## src/rtl/cache_arbiter.sv

```systemverilog
`default_nettype none
// ============================================================================
// Module   : cache_arbiter
// Purpose  : Round-robin arbiter and sequencer that shares a single-port line
//            cache between NUM_REQ requesters. It includes a per-transaction
//            timeout watchdog.
// Revision : 1.0 - initial release
// ============================================================================
module cache_arbiter #(
    parameter int NUM_REQ = 4,
    parameter int ID_W    = 2,
    parameter int TIMEOUT = 1024
) (
    input  logic                  clk,
    input  logic                  rst,
    input  logic [NUM_REQ-1:0]    req_valid,
    input  logic [NUM_REQ-1:0]    req_w_en,
    input  logic [NUM_REQ-1:0]    req_through,
    input  logic [NUM_REQ*24-1:0] req_addr,
    input  logic [NUM_REQ*32-1:0] req_data_store,
    output logic [NUM_REQ-1:0]    req_done,
    output logic                  req_err,
    output logic [31:0]           req_data_load,
    output logic                  cache_w_en,
    output logic                  cache_r_en,
    output logic                  cache_write_through,
    output logic                  cache_read_through,
    output logic [23:0]           cache_addr,
    output logic [31:0]           cache_data_store,
    input  logic [31:0]           cache_data_load,
    input  logic                  cache_done,
    output logic                  busy,
    output logic [ID_W-1:0]       owner
);

    localparam int               CNT_W     = (TIMEOUT > 1) ? $clog2(TIMEOUT) : 1;
    localparam logic [CNT_W-1:0] CNT_LAST  = CNT_W'(TIMEOUT - 1);
    localparam logic [ID_W:0]    NUM_REQ_W = (ID_W + 1)'(NUM_REQ);
    localparam logic [NUM_REQ-1:0] ONE_HOT0 = NUM_REQ'(1);

    typedef enum logic [1:0] {
        S_IDLE = 2'd0,
        S_BUSY = 2'd1,
        S_RESP = 2'd2
    } state_t;

    state_t              state_q;
    logic [ID_W-1:0]     rr_ptr_q;
    logic [ID_W-1:0]     owner_q;
    logic [CNT_W-1:0]    cnt_q;
    logic                lat_w_q;
    logic [23:0]         lat_addr_q;
    logic [31:0]         lat_data_q;
    logic [NUM_REQ-1:0]  done_q;
    logic                err_q;
    logic [31:0]         load_q;
    logic                w_en_q;
    logic                r_en_q;
    logic                wt_q;
    logic                rt_q;
    logic                busy_q;

    logic [23:0]         addr_arr [NUM_REQ];
    logic [31:0]         data_arr [NUM_REQ];

    for (genvar g = 0; g < NUM_REQ; g++) begin : g_unpack
        assign addr_arr[g] = req_addr[g*24 +: 24];
        assign data_arr[g] = req_data_store[g*32 +: 32];
    end

    // Rotate the request vector so bit 0 is the highest-priority requester.
    logic [2*NUM_REQ-1:0] dbl_d;
    logic [NUM_REQ-1:0]   rot_d;
    logic                 gnt_found_d;
    logic [ID_W-1:0]      gnt_off_d;
    logic [ID_W:0]        gnt_sum_d;
    logic [ID_W:0]        gnt_wrap_d;
    logic [ID_W-1:0]      gnt_idx_d;
    logic [ID_W:0]        own_inc_d;
    logic [ID_W-1:0]      rr_next_d;

    assign dbl_d = {req_valid, req_valid} >> rr_ptr_q;
    assign rot_d = dbl_d[NUM_REQ-1:0];

    always_comb begin
        gnt_found_d = 1'b0;
        gnt_off_d   = '0;
        for (int k = NUM_REQ - 1; k >= 0; k--) begin
            if (rot_d[k]) begin
                gnt_found_d = 1'b1;
                gnt_off_d   = ID_W'(k);
            end
        end
    end

    assign gnt_sum_d  = {1'b0, rr_ptr_q} + {1'b0, gnt_off_d};
    assign gnt_wrap_d = gnt_sum_d - NUM_REQ_W;
    assign gnt_idx_d  = (gnt_sum_d >= NUM_REQ_W) ? gnt_wrap_d[ID_W-1:0] : gnt_sum_d[ID_W-1:0];

    assign own_inc_d  = {1'b0, owner_q} + (ID_W + 1)'(1);
    assign rr_next_d  = (own_inc_d >= NUM_REQ_W) ? '0 : own_inc_d[ID_W-1:0];

    always_ff @(posedge clk or posedge rst) begin
        if (rst) begin
            state_q    <= S_IDLE;
            rr_ptr_q   <= '0;
            owner_q    <= '0;
            cnt_q      <= '0;
            lat_w_q    <= 1'b0;
            lat_addr_q <= '0;
            lat_data_q <= '0;
            done_q     <= '0;
            err_q      <= 1'b0;
            load_q     <= '0;
            w_en_q     <= 1'b0;
            r_en_q     <= 1'b0;
            wt_q       <= 1'b0;
            rt_q       <= 1'b0;
            busy_q     <= 1'b0;
        end else begin
            case (state_q)
                S_IDLE: begin
                    if (gnt_found_d) begin
                        owner_q    <= gnt_idx_d;
                        cnt_q      <= '0;
                        lat_w_q    <= req_w_en[gnt_idx_d];
                        lat_addr_q <= addr_arr[gnt_idx_d];
                        lat_data_q <= data_arr[gnt_idx_d];
                        w_en_q     <= req_w_en[gnt_idx_d];
                        r_en_q     <= !req_w_en[gnt_idx_d];
                        wt_q       <= req_w_en[gnt_idx_d] & req_through[gnt_idx_d];
                        rt_q       <= !req_w_en[gnt_idx_d] & req_through[gnt_idx_d];
                        busy_q     <= 1'b1;
                        state_q    <= S_BUSY;
                    end
                end
                S_BUSY: begin
                    // A completion in the watchdog's final cycle still wins.
                    if (cache_done || (cnt_q == CNT_LAST)) begin
                        w_en_q  <= 1'b0;
                        r_en_q  <= 1'b0;
                        wt_q    <= 1'b0;
                        rt_q    <= 1'b0;
                        done_q  <= ONE_HOT0 << owner_q;
                        err_q   <= !cache_done;
                        load_q  <= (cache_done && !lat_w_q) ? cache_data_load : '0;
                        state_q <= S_RESP;
                    end else begin
                        cnt_q <= cnt_q + 1'b1;
                    end
                end
                S_RESP: begin
                    done_q   <= '0;
                    err_q    <= 1'b0;
                    load_q   <= '0;
                    rr_ptr_q <= rr_next_d;
                    busy_q   <= 1'b0;
                    state_q  <= S_IDLE;
                end
                default: begin
                    state_q <= S_IDLE;
                end
            endcase
        end
    end

    assign req_done            = done_q;
    assign req_err             = err_q;
    assign req_data_load       = load_q;
    assign cache_w_en          = w_en_q;
    assign cache_r_en          = r_en_q;
    assign cache_write_through = wt_q;
    assign cache_read_through  = rt_q;
    assign cache_addr          = lat_addr_q;
    assign cache_data_store    = lat_data_q;
    assign busy                = busy_q;
    assign owner               = owner_q;

endmodule
`default_nettype wire

```

## config.mk

```make
export PLATFORM = sky130hd
export DESIGN_NAME = cache_arbiter
export DESIGN_NICKNAME = d
export VERILOG_FILES = /design/src/rtl/cache_arbiter.sv
export SDC_FILE = /design/constraint.sdc
export NUM_CORES = 1
export LEC_CHECK = 0
export CORE_ASPECT_RATIO = 0.5
export CORE_MARGIN = 2
export CORE_UTILIZATION = 39
export DETAILED_ROUTE_END_ITERATION = 8
export PLACE_DENSITY = 0.82
export SKIP_CTS_REPAIR_TIMING = 1
export SYNTH_ARGS = -nofsm -noshare
export SYNTH_HDL_FRONTEND = slang
export SYNTH_SLANG_ARGS = --single-unit
```

## constraint.sdc

```tcl
create_clock -name clk -period 4.23 [get_ports clk]
set_input_delay 0.6345 -clock clk [delete_from_list [all_inputs] [get_ports clk]]
set_output_delay 0.6345 -clock clk [all_outputs]
set_load 0.02 [all_outputs]
```

==> flow_summary.ini, run 1 <==
[die]
initial_core_util = 0.3962
dieWidth_um = 186.0
die-area_um2 = 17680
coreArea_um2 = 16310
fp-row-count = 33
num_io_pins = 371
die_y_um = 95.03

[detailed_routing]
first_pass_iters = 4
vias_per_cell = 4.982
totalWireLength_um = 21490
postRouteAntennaNets = 0
drt_iter0_markers = 224
drc_errors = 0
wl_per_cell_um = 17.91
vias = 5978

[setup_path]
cp.required_ns = 4.48
crit_path_end_kind = flip-flop
reg2reg_depth = 9
arrival_ns = 3.44
start_kind = primary input
r2r_start = rr_ptr_q[0]
startpoint = req_valid[0]
critPathMaxFanout = 60
setup.worst_path.class = in2reg

[place]
gp_congestion = 0.8979
preCtsSetupSlack_ns = 0.7181
numPortBuffers = 370
hpwl_um = 16380
place_area_um2 = 10390

[global_routing]
grt_pass1_wl_um = 32160
gr-total-overflow = 0
antenna_found_initial = 0
grt_max_degree = 89
grt_usage = 0.2388
first_global_vias = 6041

[timing]
tns_ns = 0
post-route-min-period_ns = 3.190
fin_crit_sh = 0.7541
fin_skew_ns = 0.01395
whs_ns = 0.4755
slew_headroom = 0.2569
finalHoldViolations = 0
rsz0062_at_grt = false
setup_violations = 0
slew_viol_final = 0
tightest_slew_ns = 1.115
max_freq_ghz = 0.3135
fin_ws_ns = 1.040

[synth]
synth-seq-area-share = 0.4453
syn_nets = 884
yosysTopAreaCellShare = 0.4453
synth_largest_area_cell = dfrtp_1
synth_cell_type_count = 40
yosys_warnings = 0
avgSynthCellArea_um2 = 10.66
synth_cells = 606
ys_ff_latch = 115
synth.area.top_cells = dfrtp_1 (45%), mux2i_1 (18%), mux2_2 (9.9%)
syn-cell-area_um2 = 6462

[hold_path]
hp-start = cache_addr[14]
hold_depth = 2
hold_class = reg2reg

[final_layout]
multi_input_area_um2 = 3349
antenna_cells = 0
syn_to_final_growth_pct = 69.91
num-fill-cells = 1267
nNetsFinal = 1239
final_layout_size_suffix_gt1_frac = 0.1120
stdcell_area_um2 = 10980
seq_area_um2 = 2878

[clock_tree]
clk_latency_ns = 0.41
clock_sinks = 115
h-tree-depth = 4
cts_buffers = 17
cts_root_buffer = clkbuf_16
path_clk_slew_ns = 0.06
cts_buffer_depth = 2
cts_tree = yes

[power_and_ir_drop]
p_leak_nw = 4.761
peakVddDrop_v = 0.0005814
power_density_nw_per_um2 = 765.6

[run_status]
outcome = complete, no violations

[job]
maxCapViolations = 0
## final cells by class
type / instances / share of cell area
tap: 227 / 0.02587
timing repair buffer: 382 / 0.3489
sequential: 115 / 0.2621
clock inverter: 14 / 0.01538
clock buffer: 17 / 0.03874
multi-input combinational: 434 / 0.3050
inverter: 11 / 0.003988
## stage by stage
stage | std cells | util | total power, mW
detailed placement | 1169 | 0.6368 | 6.985
global placement | 1169 | 0.6368 | 6.848
CTS | 1200 | 0.6733 | 8.479
global route | 1200 | 0.6733 | 8.918
finish | 1200 | 0.6733 | 8.407
floorplan | 606 | - | 5.260
## where the power goes
| part | switching [mW] | leakage (nW) | total [mW] | internal (mW) |
|---|---|---|---|---|
| clock network | 0.573 | 0.290 | 1.46 | 0.886 |
| registers | 0.307 | 1.46 | 1.86 | 1.55 |
| logic | 2.50 | 3.01 | 5.09 | 2.59 |
| total | 3.38 | 4.76 | 8.41 | 5.03 |
## final timing paths
kind	endpoint	slack [ns]
worst max-delay path	cache_r_en	1.04
worst min-delay path	cache_addr[14]	0.48
worst max register to register	cache_r_en	1.37
worst min register to register	cache_addr[14]	0.48
max in group asynchronous	cache_addr[12]	2.63
min in group asynchronous	req_data_load[20]	0.70
## state kept, by name, summed over array words and instances (netlist names), 2 cells and up
| name | count |
|---|---|
| cache_addr | 24 |
| cache_data_store | 32 |
| cnt_q | 10 |
| rr_ptr_q | 2 |
| state_q | 2 |
| owner | 2 |
| req_data_load | 32 |
| req_done | 4 |
## worst max-delay path: stages
cell	delay, ns
clkdlybuf4s50_1	0.56
nor2_1	0.27
nor3_1	0.07
a21oi_1	0.18
o211ai_1	0.15
ha_4	0.19
xnor2_1	0.37
xnor2_4	0.17
buf_12	0.33
mux2i_1	0.40
o21ai_0	0.13
## cell usage after synthesis (all sizes together)
| cell type | instances |
|---|---|
| a211o | 1 |
| a211oi | 1 |
| a21o | 2 |
| a21oi | 3 |
| a22o | 32 |
| a31oi | 1 |
| a32o | 1 |
| a32oi | 1 |
| and2 | 1 |
| and3 | 1 |
| buf | 12 |
| clkbuf | 34 |
| dfrtp | 115 |
| ha | 7 |
| inv | 11 |
| mux2 | 58 |
| mux2i | 119 |
| nand2 | 72 |
| nand2b | 4 |
| nand3 | 15 |
| nand4 | 1 |
| nor2 | 13 |
| nor2b | 2 |
| nor3 | 7 |
| nor3b | 1 |
| nor4 | 3 |
| o211ai | 3 |
| o21a | 1 |
| o21ai | 72 |
| o2bb2ai | 1 |
| o311ai | 1 |
| o31ai | 3 |
| o32ai | 2 |
| or3 | 1 |
| xnor2 | 4 |
## per-layer routing
metal	GRT usage	vias up	part of all wire	wire (um)
met5	0	-	0	0
met2	0.4173	165	0.52	11110
met3	0.04698	32	0.046	994
met1	0.3000	2877	0.42	8942
met4	0.08005	0	0.021	447
li1	-	2904	-	-
## cells in the final DEF, fill, tap and decap left out, types with 4 or more instances in the layout
cell type	n
dfrtp_1	115
mux2i_1	119
inv_1	10
o21ai_1	6
nor3_1	7
nand3_1	15
inv_6	6
buf_4	9
mux2_2	57
clkbuf_16	17
nor2_1	13
o21ai_0	66
ha_1	6
clkdlybuf4s50_1	370
nand2b_1	4
a22o_1	32
nand2_1	72
## cell families after synthesis
kind of cell / Yosys count / synth area share
compound gates: 125 / 0.1260
xor+xnor: 4 / 0.006584
fa+ha+maj: 7 / 0.01355
buf+inv: 57 / 0.04221
flops: 115 / 0.4453
mux: 177 / 0.2860
simple gates: 121 / 0.08035
(Power assumes the default switching activity.)
==> inputs of run 2 (changes only) <==
Clock period 4.23 ns to 3.3 ns, I/O delays scaled along.
==> flow_summary.ini, run 2 (synthesis results as in run 1) <==
[setup_path]
ff2ff_setup_slack_ns = 0.56
crit_path_end_kind = flip-flop
rr_endpoint = cache_data_store[15]
setup.worst_path.class = in2reg
r2r_start = rr_ptr_q[0]
arrival_ns = 3.25
cp.required_ns = 3.61
reg2reg_depth = 9
start_kind = primary input
critPathMaxFanout = 31

[timing]
tns_ns = 0
fin_crit_sh = 0.8926
finalHoldViolations = 0
tightest_slew_ns = 1.112
fin_skew_ns = 0.01165
slew_viol_final = 0
slew_headroom = 0.2584
post-route-min-period_ns = 2.946
rsz0062_at_grt = false
max_freq_ghz = 0.3395
setup_violations = 0

[die]
dieWidth_um = 186.0
coreArea_um2 = 16310
die-area_um2 = 17680
fp-row-count = 33
initial_core_util = 0.3962
num_io_pins = 371
die_y_um = 95.03

[clock_tree]
path_clk_slew_ns = 0.06
cts_tree = yes
clock_sinks = 115
clk_latency_ns = 0.41
cts_buffers = 17
cts_buffer_depth = 2
cts_root_buffer = clkbuf_16
h-tree-depth = 4

[detailed_routing]
postRouteAntennaNets = 0
drc_errors = 0
wl_per_cell_um = 17.45
vias = 6021
totalWireLength_um = 21270
vias_per_cell = 4.939
drt_iter0_markers = 265
first_pass_iters = 4

[hold_path]
hold_class = reg2reg
hold_depth = 2
min_to = cache_data_store[22]
hp-start = cache_data_store[22]

[place]
gp_congestion = 0.8616
place_area_um2 = 10600
numPortBuffers = 370
hpwl_um = 16640

[final_layout]
syn_to_final_growth_pct = 73.17
final_common_cell = clkdlybuf4s50_1
antenna_cells = 0
final_cell_mix = clkdlybuf4s50_1 (370), mux2i_1 (119), dfrtp_1 (115)
final_layout_size_suffix_gt1_frac = 0.1290
stdcell_area_um2 = 11190
nNetsFinal = 1257

[run_status]
outcome = complete, no violations

[power_and_ir_drop]
peakVddDrop_v = 0.0004910
p_leak_nw = 4.878
sw_frac_of_total = 0.3954
power_density_nw_per_um2 = 1002
seqPwrFrac = 0.210
netSwitchingPower_mw = 4.435
combinationalPowerShare = 0.624
clkPwrFrac = 0.165
p_int_mw = 6.780

[global_routing]
gr-total-overflow = 0
antenna_found_initial = 0
first_global_vias = 6201
grt_pass1_wl_um = 32150
grt_usage = 0.2367
grt_max_degree = 67

[job]
maxCapViolations = 0
[run 2: cell types whose count changed in the layout (fill, tap and decap cells not counted), moves of 2 or more]
cell	change
inv_6	+2
buf_12	+6
inv_8	+2
clkinv_4	-2
buf_4	+12
[run 2: power by group through the flow]
stage / Clock (mW) / Sequential [mW] / Combinational, mW
floorplan: 0 / 2.91 / 3.83
global placement: 0 / 2.34 / 6.88
detailed placement: 0 / 2.36 / 7.06
CTS: 1.90 / 2.36 / 7.07
global route: 1.97 / 2.43 / 7.52
finish: 1.85 / 2.36 / 7.00
[run 2: critical path, cell delays in order]
cell	delay, ns
clkdlybuf4s50_1	0.57
inv_1	0.12
and3_2	0.21
o21ai_0	0.16
o211ai_1	0.16
ha_4	0.19
xnor2_1	0.34
xnor2_4	0.21
buf_12	0.25
mux2_2	0.35
o21ai_0	0.17
[run 2: per-layer routing]
metal  up-vias  global-route usage  part of all wire
met5         -                   0                 0
met4         0             0.07743             0.021
met3        36             0.05921             0.059
met2       187              0.4353              0.53
met1      2873              0.2730              0.39
li1       2925                   -                 -
[run 2: stage by stage]
stage	utilization	std cells	hold WS (ns)	power (mW)	worst slack, ns
final	0.6862	1219	0.4804	11.22	0.3543
after global routing	0.6862	1219	0.4990	11.93	0.2171
after CTS	0.6862	1219	0.4835	11.33	0.3715
after detailed placement	0.6498	1187	0.4704	9.425	-0.03460
after global placement	0.6498	1187	0.4607	9.220	0.1224
after floorplan	-	606	0.4681	6.743	0.6191
[run 2: worst max path at each step]
stage	end	from	slack, ns	depth (start not counted)
after floorplan	cache_data_store[22]	req_valid[2]	0.62	12
after global placement	cache_data_store[21]	req_valid[3]	0.12	11
after detailed placement	cache_addr[17]	req_valid[3]	-0.03	11
after CTS	cache_data_store[15]	req_valid[3]	0.37	11
after global routing	cache_data_store[13]	req_valid[3]	0.22	11
final	cache_data_store[15]	req_valid[3]	0.35	11
[run 2: area by class of cell]
| cell class | count | area (um2) |
|---|---|---|
| Inverter | 11 | 45.04 |
| Clock buffer | 18 | 439.2 |
| Sequential cell | 115 | 2878 |
| Fill cell | 1230 | 5119 |
| Clock inverter | 14 | 153.9 |
| Timing Repair Buffer | 400 | 4041 |
| Tap cell | 227 | 284.0 |
| Multi-Input combinational cell | 434 | 3349 |
